==> config.mk <==
export PLATFORM = sky130hd
export DESIGN_NAME = and_gate_bist_ctrl
export DESIGN_NICKNAME = d
export VERILOG_FILES = /design/src/rtl/and_gate_bist_ctrl_pkg.sv /design/src/rtl/and_gate_bist_ctrl_settle_timer.sv /design/src/rtl/and_gate_bist_ctrl.sv
export SDC_FILE = /design/constraint.sdc
export NUM_CORES = 1
export LEC_CHECK = 0
export ABC_AREA = 1
export CAP_MARGIN = 0
export CORE_UTILIZATION = 59
export DETAILED_ROUTE_END_ITERATION = 16
export PLACE_DENSITY = 0.84
export RECOVER_POWER = 25
export SYNTH_ARGS = -nofsm -noshare
export SYNTH_HDL_FRONTEND = slang
export SYNTH_SLANG_ARGS = --single-unit
==> constraint.sdc <==
create_clock -name clk -period 2.5 [get_ports clk]
set_clock_uncertainty 0.15 [all_clocks]
set_input_delay 0.5 -clock clk [delete_from_list [all_inputs] [get_ports clk]]
set_output_delay 0.5 -clock clk [all_outputs]
set_load 0.005 [all_outputs]
==> src/rtl/and_gate_bist_ctrl_pkg.sv <==
`default_nettype none
// ============================================================================
// Module   : and_bist_pkg
// Purpose  : Shared types, constants and the golden AND function for the
//            AND-gate built-in self-test sequencer.
// Revision : 1.0 - initial release
// ============================================================================
package and_bist_pkg;

    typedef enum logic [1:0] {
        IDLE   = 2'd0,
        SETTLE = 2'd1,
        SAMPLE = 2'd2,
        DONE   = 2'd3
    } state_e;

    localparam int         NUM_VECTORS = 4;
    localparam logic [1:0] LAST_VEC    = 2'(NUM_VECTORS - 1);
    localparam logic [2:0] ERR_MAX     = 3'(NUM_VECTORS);

    // Golden response of a 2-input AND gate for vector {a,b}.
    function automatic logic exp_c(input logic [1:0] v);
        return v[1] & v[0];
    endfunction

endpackage
`default_nettype wire

==> src/rtl/and_gate_bist_ctrl_settle_timer.sv <==
`default_nettype none
// ============================================================================
// Module   : settle_timer
// Purpose  : Down-counter that holds each stimulus vector for a programmable
//            number of cycles. Load has priority over decrement; the counter
//            stops at zero and flags it combinationally.
// Revision : 1.0 - initial release
// ============================================================================
module settle_timer #(
    parameter int CNT_W = 8
) (
    input  logic             clk,
    input  logic             rst_n,
    input  logic             load,
    input  logic [CNT_W-1:0] load_val,
    input  logic             dec,
    output logic             zero
);

    logic [CNT_W-1:0] r_cnt;

    // Load a fresh settle count or step it down toward zero.
    always_ff @(posedge clk or negedge rst_n) begin
        if (!rst_n) begin
            r_cnt <= '0;
        end else if (load) begin
            r_cnt <= load_val;
        end else if (dec && (r_cnt != '0)) begin
            r_cnt <= r_cnt - CNT_W'(1);
        end
    end

    assign zero = (r_cnt == '0);

endmodule
`default_nettype wire

==> src/rtl/and_gate_bist_ctrl.sv <==
`default_nettype none
// ============================================================================
// Module   : and_gate_bist_ctrl
// Purpose  : Self-test sequencer for a 2-input AND gate. Walks vectors
//            00,01,10,11, holds each for SETTLE_CYCLES, samples the gate
//            output, and scores mismatches and the first failing vector.
// Revision : 1.0 - initial release
// ============================================================================
module and_gate_bist_ctrl
    import and_bist_pkg::*;
#(
    parameter int SETTLE_CYCLES = 2,
    parameter int CNT_W         = 8
) (
    input  logic       clk,
    input  logic       rst_n,
    input  logic       start,
    input  logic       abort,
    output logic       dut_a,
    output logic       dut_b,
    input  logic       dut_c,
    output logic       busy,
    output logic       done,
    output logic       pass,
    output logic [2:0] err_count,
    output logic [1:0] first_fail_vec,
    output logic       first_fail_valid
);

    localparam logic [CNT_W-1:0] SETTLE_LOAD = CNT_W'(SETTLE_CYCLES - 1);

    state_e     r_state;
    logic [1:0] r_vec;
    logic       r_dut_a;
    logic       r_dut_b;
    logic       r_busy;
    logic       r_done;
    logic [2:0] r_err_count;
    logic [1:0] r_first_fail_vec;
    logic       r_first_fail_valid;

    logic w_idle_or_done;
    logic w_launch;
    logic w_load;
    logic w_dec;
    logic w_zero;

    // Timer is (re)loaded when a run launches and when moving to the next
    // vector; it only counts while settling. Abort suppresses both.
    always_comb begin
        w_idle_or_done = (r_state == IDLE) || (r_state == DONE);
        w_launch       = w_idle_or_done && start && !abort;
        w_load         = w_launch ||
                         ((r_state == SAMPLE) && !abort && (r_vec != LAST_VEC));
        w_dec          = (r_state == SETTLE) && !abort && !w_zero;
    end

    settle_timer #(
        .CNT_W (CNT_W)
    ) u_settle_timer (
        .clk      (clk),
        .rst_n    (rst_n),
        .load     (w_load),
        .load_val (SETTLE_LOAD),
        .dec      (w_dec),
        .zero     (w_zero)
    );

    // Sequencer FSM with registered stimulus, status and score outputs.
    always_ff @(posedge clk or negedge rst_n) begin
        if (!rst_n) begin
            r_state            <= IDLE;
            r_vec              <= 2'b00;
            r_dut_a            <= 1'b0;
            r_dut_b            <= 1'b0;
            r_busy             <= 1'b0;
            r_done             <= 1'b0;
            r_err_count        <= 3'd0;
            r_first_fail_vec   <= 2'b00;
            r_first_fail_valid <= 1'b0;
        end else begin
            case (r_state)
                IDLE, DONE: begin
                    if (abort) begin
                        // Abort wins over start; from DONE it also clears done.
                        r_state <= IDLE;
                        r_done  <= 1'b0;
                    end else if (start) begin
                        r_state            <= SETTLE;
                        r_vec              <= 2'b00;
                        r_dut_a            <= 1'b0;
                        r_dut_b            <= 1'b0;
                        r_busy             <= 1'b1;
                        r_done             <= 1'b0;
                        r_err_count        <= 3'd0;
                        r_first_fail_vec   <= 2'b00;
                        r_first_fail_valid <= 1'b0;
                    end
                end

                SETTLE: begin
                    if (abort) begin
                        // Scores are kept on abort so the partial run can be inspected.
                        r_state <= IDLE;
                        r_dut_a <= 1'b0;
                        r_dut_b <= 1'b0;
                        r_busy  <= 1'b0;
                        r_done  <= 1'b0;
                    end else if (w_zero) begin
                        r_state <= SAMPLE;
                    end
                end

                SAMPLE: begin
                    if (abort) begin
                        r_state <= IDLE;
                        r_dut_a <= 1'b0;
                        r_dut_b <= 1'b0;
                        r_busy  <= 1'b0;
                        r_done  <= 1'b0;
                    end else begin
                        if (dut_c != exp_c(r_vec)) begin
                            if (r_err_count != ERR_MAX) begin
                                r_err_count <= r_err_count + 3'd1;
                            end
                            if (!r_first_fail_valid) begin
                                r_first_fail_vec   <= r_vec;
                                r_first_fail_valid <= 1'b1;
                            end
                        end
                        if (r_vec == LAST_VEC) begin
                            r_state <= DONE;
                            r_dut_a <= 1'b0;
                            r_dut_b <= 1'b0;
                            r_busy  <= 1'b0;
                            r_done  <= 1'b1;
                        end else begin
                            r_state <= SETTLE;
                            r_vec   <= r_vec + 2'd1;
                            {r_dut_a, r_dut_b} <= r_vec + 2'd1;
                        end
                    end
                end

                default: begin
                    r_state <= IDLE;
                end
            endcase
        end
    end

    assign dut_a            = r_dut_a;
    assign dut_b            = r_dut_b;
    assign busy             = r_busy;
    assign done             = r_done;
    assign err_count        = r_err_count;
    assign first_fail_vec   = r_first_fail_vec;
    assign first_fail_valid = r_first_fail_valid;
    assign pass             = r_done && (r_err_count == 3'd0);

endmodule
`default_nettype wire

# Word-level counts from Yosys, hierarchy flattened
# Cells that the tools add are included.
classes:
  n_addsub: 3
  mul: 0
  n_div: 0
  n_lt_le_gt_ge: 0
  eq_ne: 18
  shift: 0
  mux: 45
  bitwise: 1
  n_reduce_logical: 27
op_table:
  columns: ["op", "count"]
  rows:
  - ["$mux W2", 13]
  - ["$mux W1", 16]
  - ["$mux W8", 2]
  - ["$mux W3", 5]
  - ["$ne A2 B2 Y1 const B", 7]
  - ["$pmux W1 S3", 4]
  - ["$reduce_and A6 Y1", 2]
  - ["$reduce_and A5 Y1", 2]
  - ["$ne A3 B3 Y1 const B", 3]
  - ["$logic_and A1 B1 Y1", 8]
  - ["$logic_not A8 Y1", 1]
  - ["$pmux W2 S2", 2]
  - ["$reduce_bool A8 Y1", 1]
  - ["$sub A8 B1 Y8 const B", 1]
  - ["$eq A2 B2 Y1 const B", 3]
  - ["$pmux W2 S3", 1]
  - ["$pmux W3 S2", 1]
  - ["$reduce_and A3 Y1", 2]
  - ["$ne A2 B1 Y1 const B", 2]
  - ["$reduce_and A4 Y1", 1]
  - ["$reduce_bool A2 Y1", 2]
  - ["$add A3 B1 Y3 const B", 1]
  - ["$logic_not A3 Y1", 1]
  - ["$ne A3 B2 Y1 const B", 1]
  - ["10 further kinds", 12]
totals:
  regBits: 22
  latchBits: 0
  ram_bits: 0
  rom_bits: 0
  in_bits: 5
  word_cells: 104
  n_memories: 0

# Longest topological paths before layout
logic_depth:
  ltp_word: 6
  ltp_mapped: 11
  ltp_nobuf: 11

# Cells and area by module
# From an unflattened synthesis, not the netlist that was laid out.
unflattened:
  hier_cells: 216
  hier_area_um2: 1524.0
modules_own_cells:
  columns: ["module", "n_inst", "cells_per_inst", "area_per_inst_um2", "seq_area_each_um2"]
  rows:
  - ["and_gate_bist_ctrl", 1, 123, 927.1, 350.3]
  - ["settle_timer", 1, 93, 596.8, 200.2]

# Worst setup path after synthesis
# Ideal clock, no wire load.
synth_path:
  path_kind: "reg2reg"
  start: "register r_state[1]"
  end: "register r_err_count[2], in the netlist err_count[2]"
  arrival_time_ns: 1.331
  path_slack_ns: 0.902
  stages_incl_launch_ff: 9
  cell_sequence: "dfrtp_1 -> ha_1 -> inv_2 -> o21ai_2 -> o21ai_2 -> nor2_4 -> nand2_2 -> nand2_1 -> nand2_1"
synth_via:
  elab_chain_len: 4
synth_lines:
  columns: ["element", "line_no", "rtl"]
  rows:
  - ["start, declared", "and_gate_bist_ctrl.sv:32", "state_e r_state;"]
  - ["start signal, assigned", "and_gate_bist_ctrl.sv:72", "r_state <= IDLE;"]
  - ["start signal, assigned", "and_gate_bist_ctrl.sv:86", "r_state <= IDLE;"]
  - ["start signal, assigned", "and_gate_bist_ctrl.sv:89", "r_state <= SETTLE;"]
  - ["$eq A2 B2 Y1 or $logic_not A2 Y1 (tied branches)", "and_gate_bist_ctrl.sv:82", "case (r_state)"]
  - ["$reduce_or A2 Y1", "and_gate_bist_ctrl.sv:82", null]
  - ["$ne A2 B2 Y1 (no source line) or $reduce_bool A2 Y1 (tied branches)", null, null]
  - ["$reduce_and A6 Y1 (no source line)", null, null]
  - ["end signal, assigned", "and_gate_bist_ctrl.sv:124", "r_err_count <= r_err_count + 3'd1;"]
  - ["end, declared", "and_gate_bist_ctrl.sv:38", "logic [2:0] r_err_count;"]
# Parallel ways exist; a longest one is shown, timed or not.
# A chain may end at the register's enable or synchronous reset.

# Worst setup path in the final report
layout_path:
  start: "register r_err_count[0], in the netlist err_count[0]"
  end: "output port pass"
layout_via:
  elab_chain_len: 2
layout_lines:
  columns: ["element", "line_no", "rtl"]
  rows:
  - ["$logic_not A3 Y1", "and_gate_bist_ctrl.sv:159", "assign pass = r_done && (r_err_count == 3'd0);"]
  - ["$logic_and A1 B1 Y1", "and_gate_bist_ctrl.sv:159", null]
  - ["end, declared", "and_gate_bist_ctrl.sv:24", "output logic pass,"]
# No other way between the ends.

==> qor.yml <==
finish:
  n_antenna_cell: 0
  post-route-util_pct: 75.8
  final_cell_area_um2: 1560
  drive_above_1_share_pct: 11.9
  fin_nets: 206
  fillCellCount: 145
  synthToLayoutAreaGrowth_pct: 16.1
critical_path:
  reg2reg_depth: 9
  crit_chain: "inv_1, ha_1, nand2_1, nor2_1, clkdlybuf4s50_1"
  crit_buf_inv: 2
  worst-setup-path-type: "flop to output pin"
  crit_slowest_cell: "clkdlybuf4s50_1"
  critPathLaunchType: "flop"
  worstReg2RegEnd: "err_count[1]$_DFFE_PN0P_"
  path_delay_family: "buffers and inverters"
  r2r_slack_ps: 590
  reg2reg_from: "r_state[0]$_DFFE_PN0P_"
  max_stage_delay_ps: 530
  cp_max_fo: 5
  cp.required_ps: 1850
  arrival_ps: 1670
  end_kind: "output pin"
sta:
  period_minus_slack_ps: 2320
  fin_hold_ws_ps: 335
  maxSlewViolCount: 0
  tns_ps: 0
  max_freq_ghz: 0.430
  slew-limit-headroom_pct: 22.4
  rsz0062_at_grt: "no"
  worstMarginPinSlew_ps: 1160
  period_share_pct: 93.0
  finalHoldViolations: 0
  setup_viol: 0
power_and_ir_drop:
  p_sw_share_pct: 46.4
  switchingPower_uw: 743
  p_int_uw: 859
  clockPowerShare_pct: 12.2
  p_leak_nw: 0.816
  vdd_ir_drop_max_uv: 741
  power_density_nw_per_um2: 1030
  combPwrFrac_pct: 52.8
  power_frac_seq_pct: 35.0
grt:
  grtUsageTotal_pct: 25.8
  grt_max_degree: 23
  antenna_found_initial: 0
  grt_pass1_wl_um: 4840
  grt_pass1_vias: 1162
  grt_overflow: 0
routing:
  vias_per_cell: 5.48
  drt_iter0_markers: 46
  drt-pass1-iter-count: 7
  postRouteWirelength_um: 2750
  num_vias: 1206
  drcViolationCount: 0
  wl_per_cell_um: 12.5
  final_antenna_net_count: 0
logic_synthesis:
  synth_area_per_cell_um2: 7.74
  synth_top_area_share_pct: 40.9
  yosysWarnings: 0
  yosys.area.top_type: "dfrtp_1"
  synthCells: 174
  ys.flop_type: "dfrtp_1"
  synth_nets: 186
  postSynth.asyncResetShare_pct: 100
  syn_area_um2: 1350
  synth-edff-count: 0
  synth_cell_type_count: 24
  synthTopCellsByArea: "dfrtp_1 (41%), nand2_1 (14%), ha_1 (6.5%), nand3_1 (5.9%), inv_1 (5.0%)"
  yosys_register_bits: 22
  ys_seq_area_share_pct: 40.9
clock_tree:
  cts_sinks: 22
  hold_buffers: 0
  cts_setup_buffers: 0
  cts_tree: "done"
  cts_made_buffers: 3
  path_clk_slew_ps: 120
  cts_root_buf: "clkbuf_4"
  clk_path_buf_depth: 2
  clock_latency_ps: 310
  htree_levels: 1
  post_cts_resize_count: 0
place:
  place_area_um2: 1530
  port_buffers: 15
  gp_congestion: 0.935
  dpl.hpwl_um: 2130
hold_path:
  hold_class: "flop to flop"
  holdPathStages: 2
  worstHoldEndpoint: "first_fail_vec[1]$_DFFE_PN0P_"
  min-delay-start: "first_fail_vec[1]$_DFFE_PN0P_"
die:
  dieArea_um2: 2480
  die_h_um: 49.8
  start_util_pct: 65.3
  ioPinCount: 16
  core-area_um2: 2060
  num_rows: 16
  fp.dieW_um: 49.8
job:
  maxCapViolCount: 0
outcome:
  run_status: "finished clean"
[cell type report]
type	count	area, um2	share of cell area, %
Clock buffer	4	36.3	2.32
Timing Repair Buffer	16	154	9.85
Inverter	23	91.3	5.84
Multi-Input combinational cell	128	697	44.6
Tap cell	27	33.8	2.16
Sequential cell	22	551	35.2
[worst min-delay path, cell delays in order (launching register included)]
cell and delay (ps):
dfrtp_1 370, nand2_1 50, nand2_1 40
[sequential cells by signal (all words and copies together), names as in the netlist]
signal and flops:
first_fail_valid 1, r_state 2, done 1, first_fail_vec 2
busy 1, err_count 3, u_settle_timer.r_cnt 8, dut_a 1
dut_b 1, r_vec 2
[synth_stat cells (2+ instances only)]
cell     instances
nand2_2          4
o21ai_2          2
ha_1             7
o21ai_0          9
a21oi_1          2
nand3_1         16
xor2_1           2
nor2_1          18
inv_1           18
nand2_1         50
dfrtp_1         22
nand4_1          5
inv_2            3
nor2_4           2
inv_4            2
nand2_4          4
[layout by cell type (no fill, tap or decap), drive strengths merged]
cell type      synthesis  layout
a21o                   1       1
a21oi                  2       2
clkbuf                 0       5
xnor2                  1       1
nand2                 58      58
dlygate4sd3            0       1
dfrtp                 22      22
nand4                  5       5
o21bai                 1       1
o21ai                 13      13
inv                   23      23
xor2                   2       2
nand3                 16      16
ha                     7       7
clkdlybuf4s50          0      14
o221ai                 1       1
nor2                  21      21
[stage by stage]
| stage | setup slack, ps | cells | power, mW |
|---|---|---|---|
| after floorplan | 902 | 174 | 1.18 |
| after global placement | 488 | 216 | 1.37 |
| after detailed placement | 432 | 216 | 1.40 |
| after CTS | 177 | 220 | 1.60 |
| after global routing | 83.2 | 220 | 1.73 |
| final | 176 | 220 | 1.60 |
[worst max path at each step]
| stage | from | end | slack [ps] | depth (start not counted) |
|---|---|---|---|---|
| 6_report | err_count[0]$_DFFE_PN0P_ | pass | 180 | 5 |
| 5_1_grt | err_count[0]$_DFFE_PN0P_ | pass | 80 | 5 |
| 4_1_cts | err_count[0]$_DFFE_PN0P_ | pass | 180 | 5 |
| 3_5_place_dp | abort | err_count[0]$_DFFE_PN0P_ | 430 | 9 |
| 2_1_floorplan | r_state[1]$_DFFE_PN0P_ | err_count[2]$_DFFE_PN0P_ | 900 | 8 |
| 3_3_place_gp | abort | err_count[1]$_DFFE_PN0P_ | 490 | 9 |
[power by group through the flow]
stage	registers [mW]	logic [mW]	clock network [mW]
final	0.562	0.846	0.196
after global routing	0.574	0.949	0.209
after CTS	0.557	0.842	0.197
after detailed placement	0.562	0.838	0
after global placement	0.563	0.803	0
after floorplan	0.544	0.636	0
[cell families after synthesis]
logic type / after synthesis / share of synthesized area, %
buf+inv: 24 / 7.34
xor+xnor: 3 / 1.95
fa+ha+maj: 7 / 6.51
flops: 22 / 40.9
compound gates: 18 / 8.74
simple gates: 100 / 34.6
[layer usage]
layer / GRT usage, % / part of all wire, % / up-vias
met5: 0 / 0 / -
met4: 10.5 / 0.69 / 0
met3: 3.09 / 4.8 / 3
met2: 41.7 / 49 / 42
met1: 35.1 / 46 / 567
li1: - / - / 594
(Power assumes the default switching activity.)
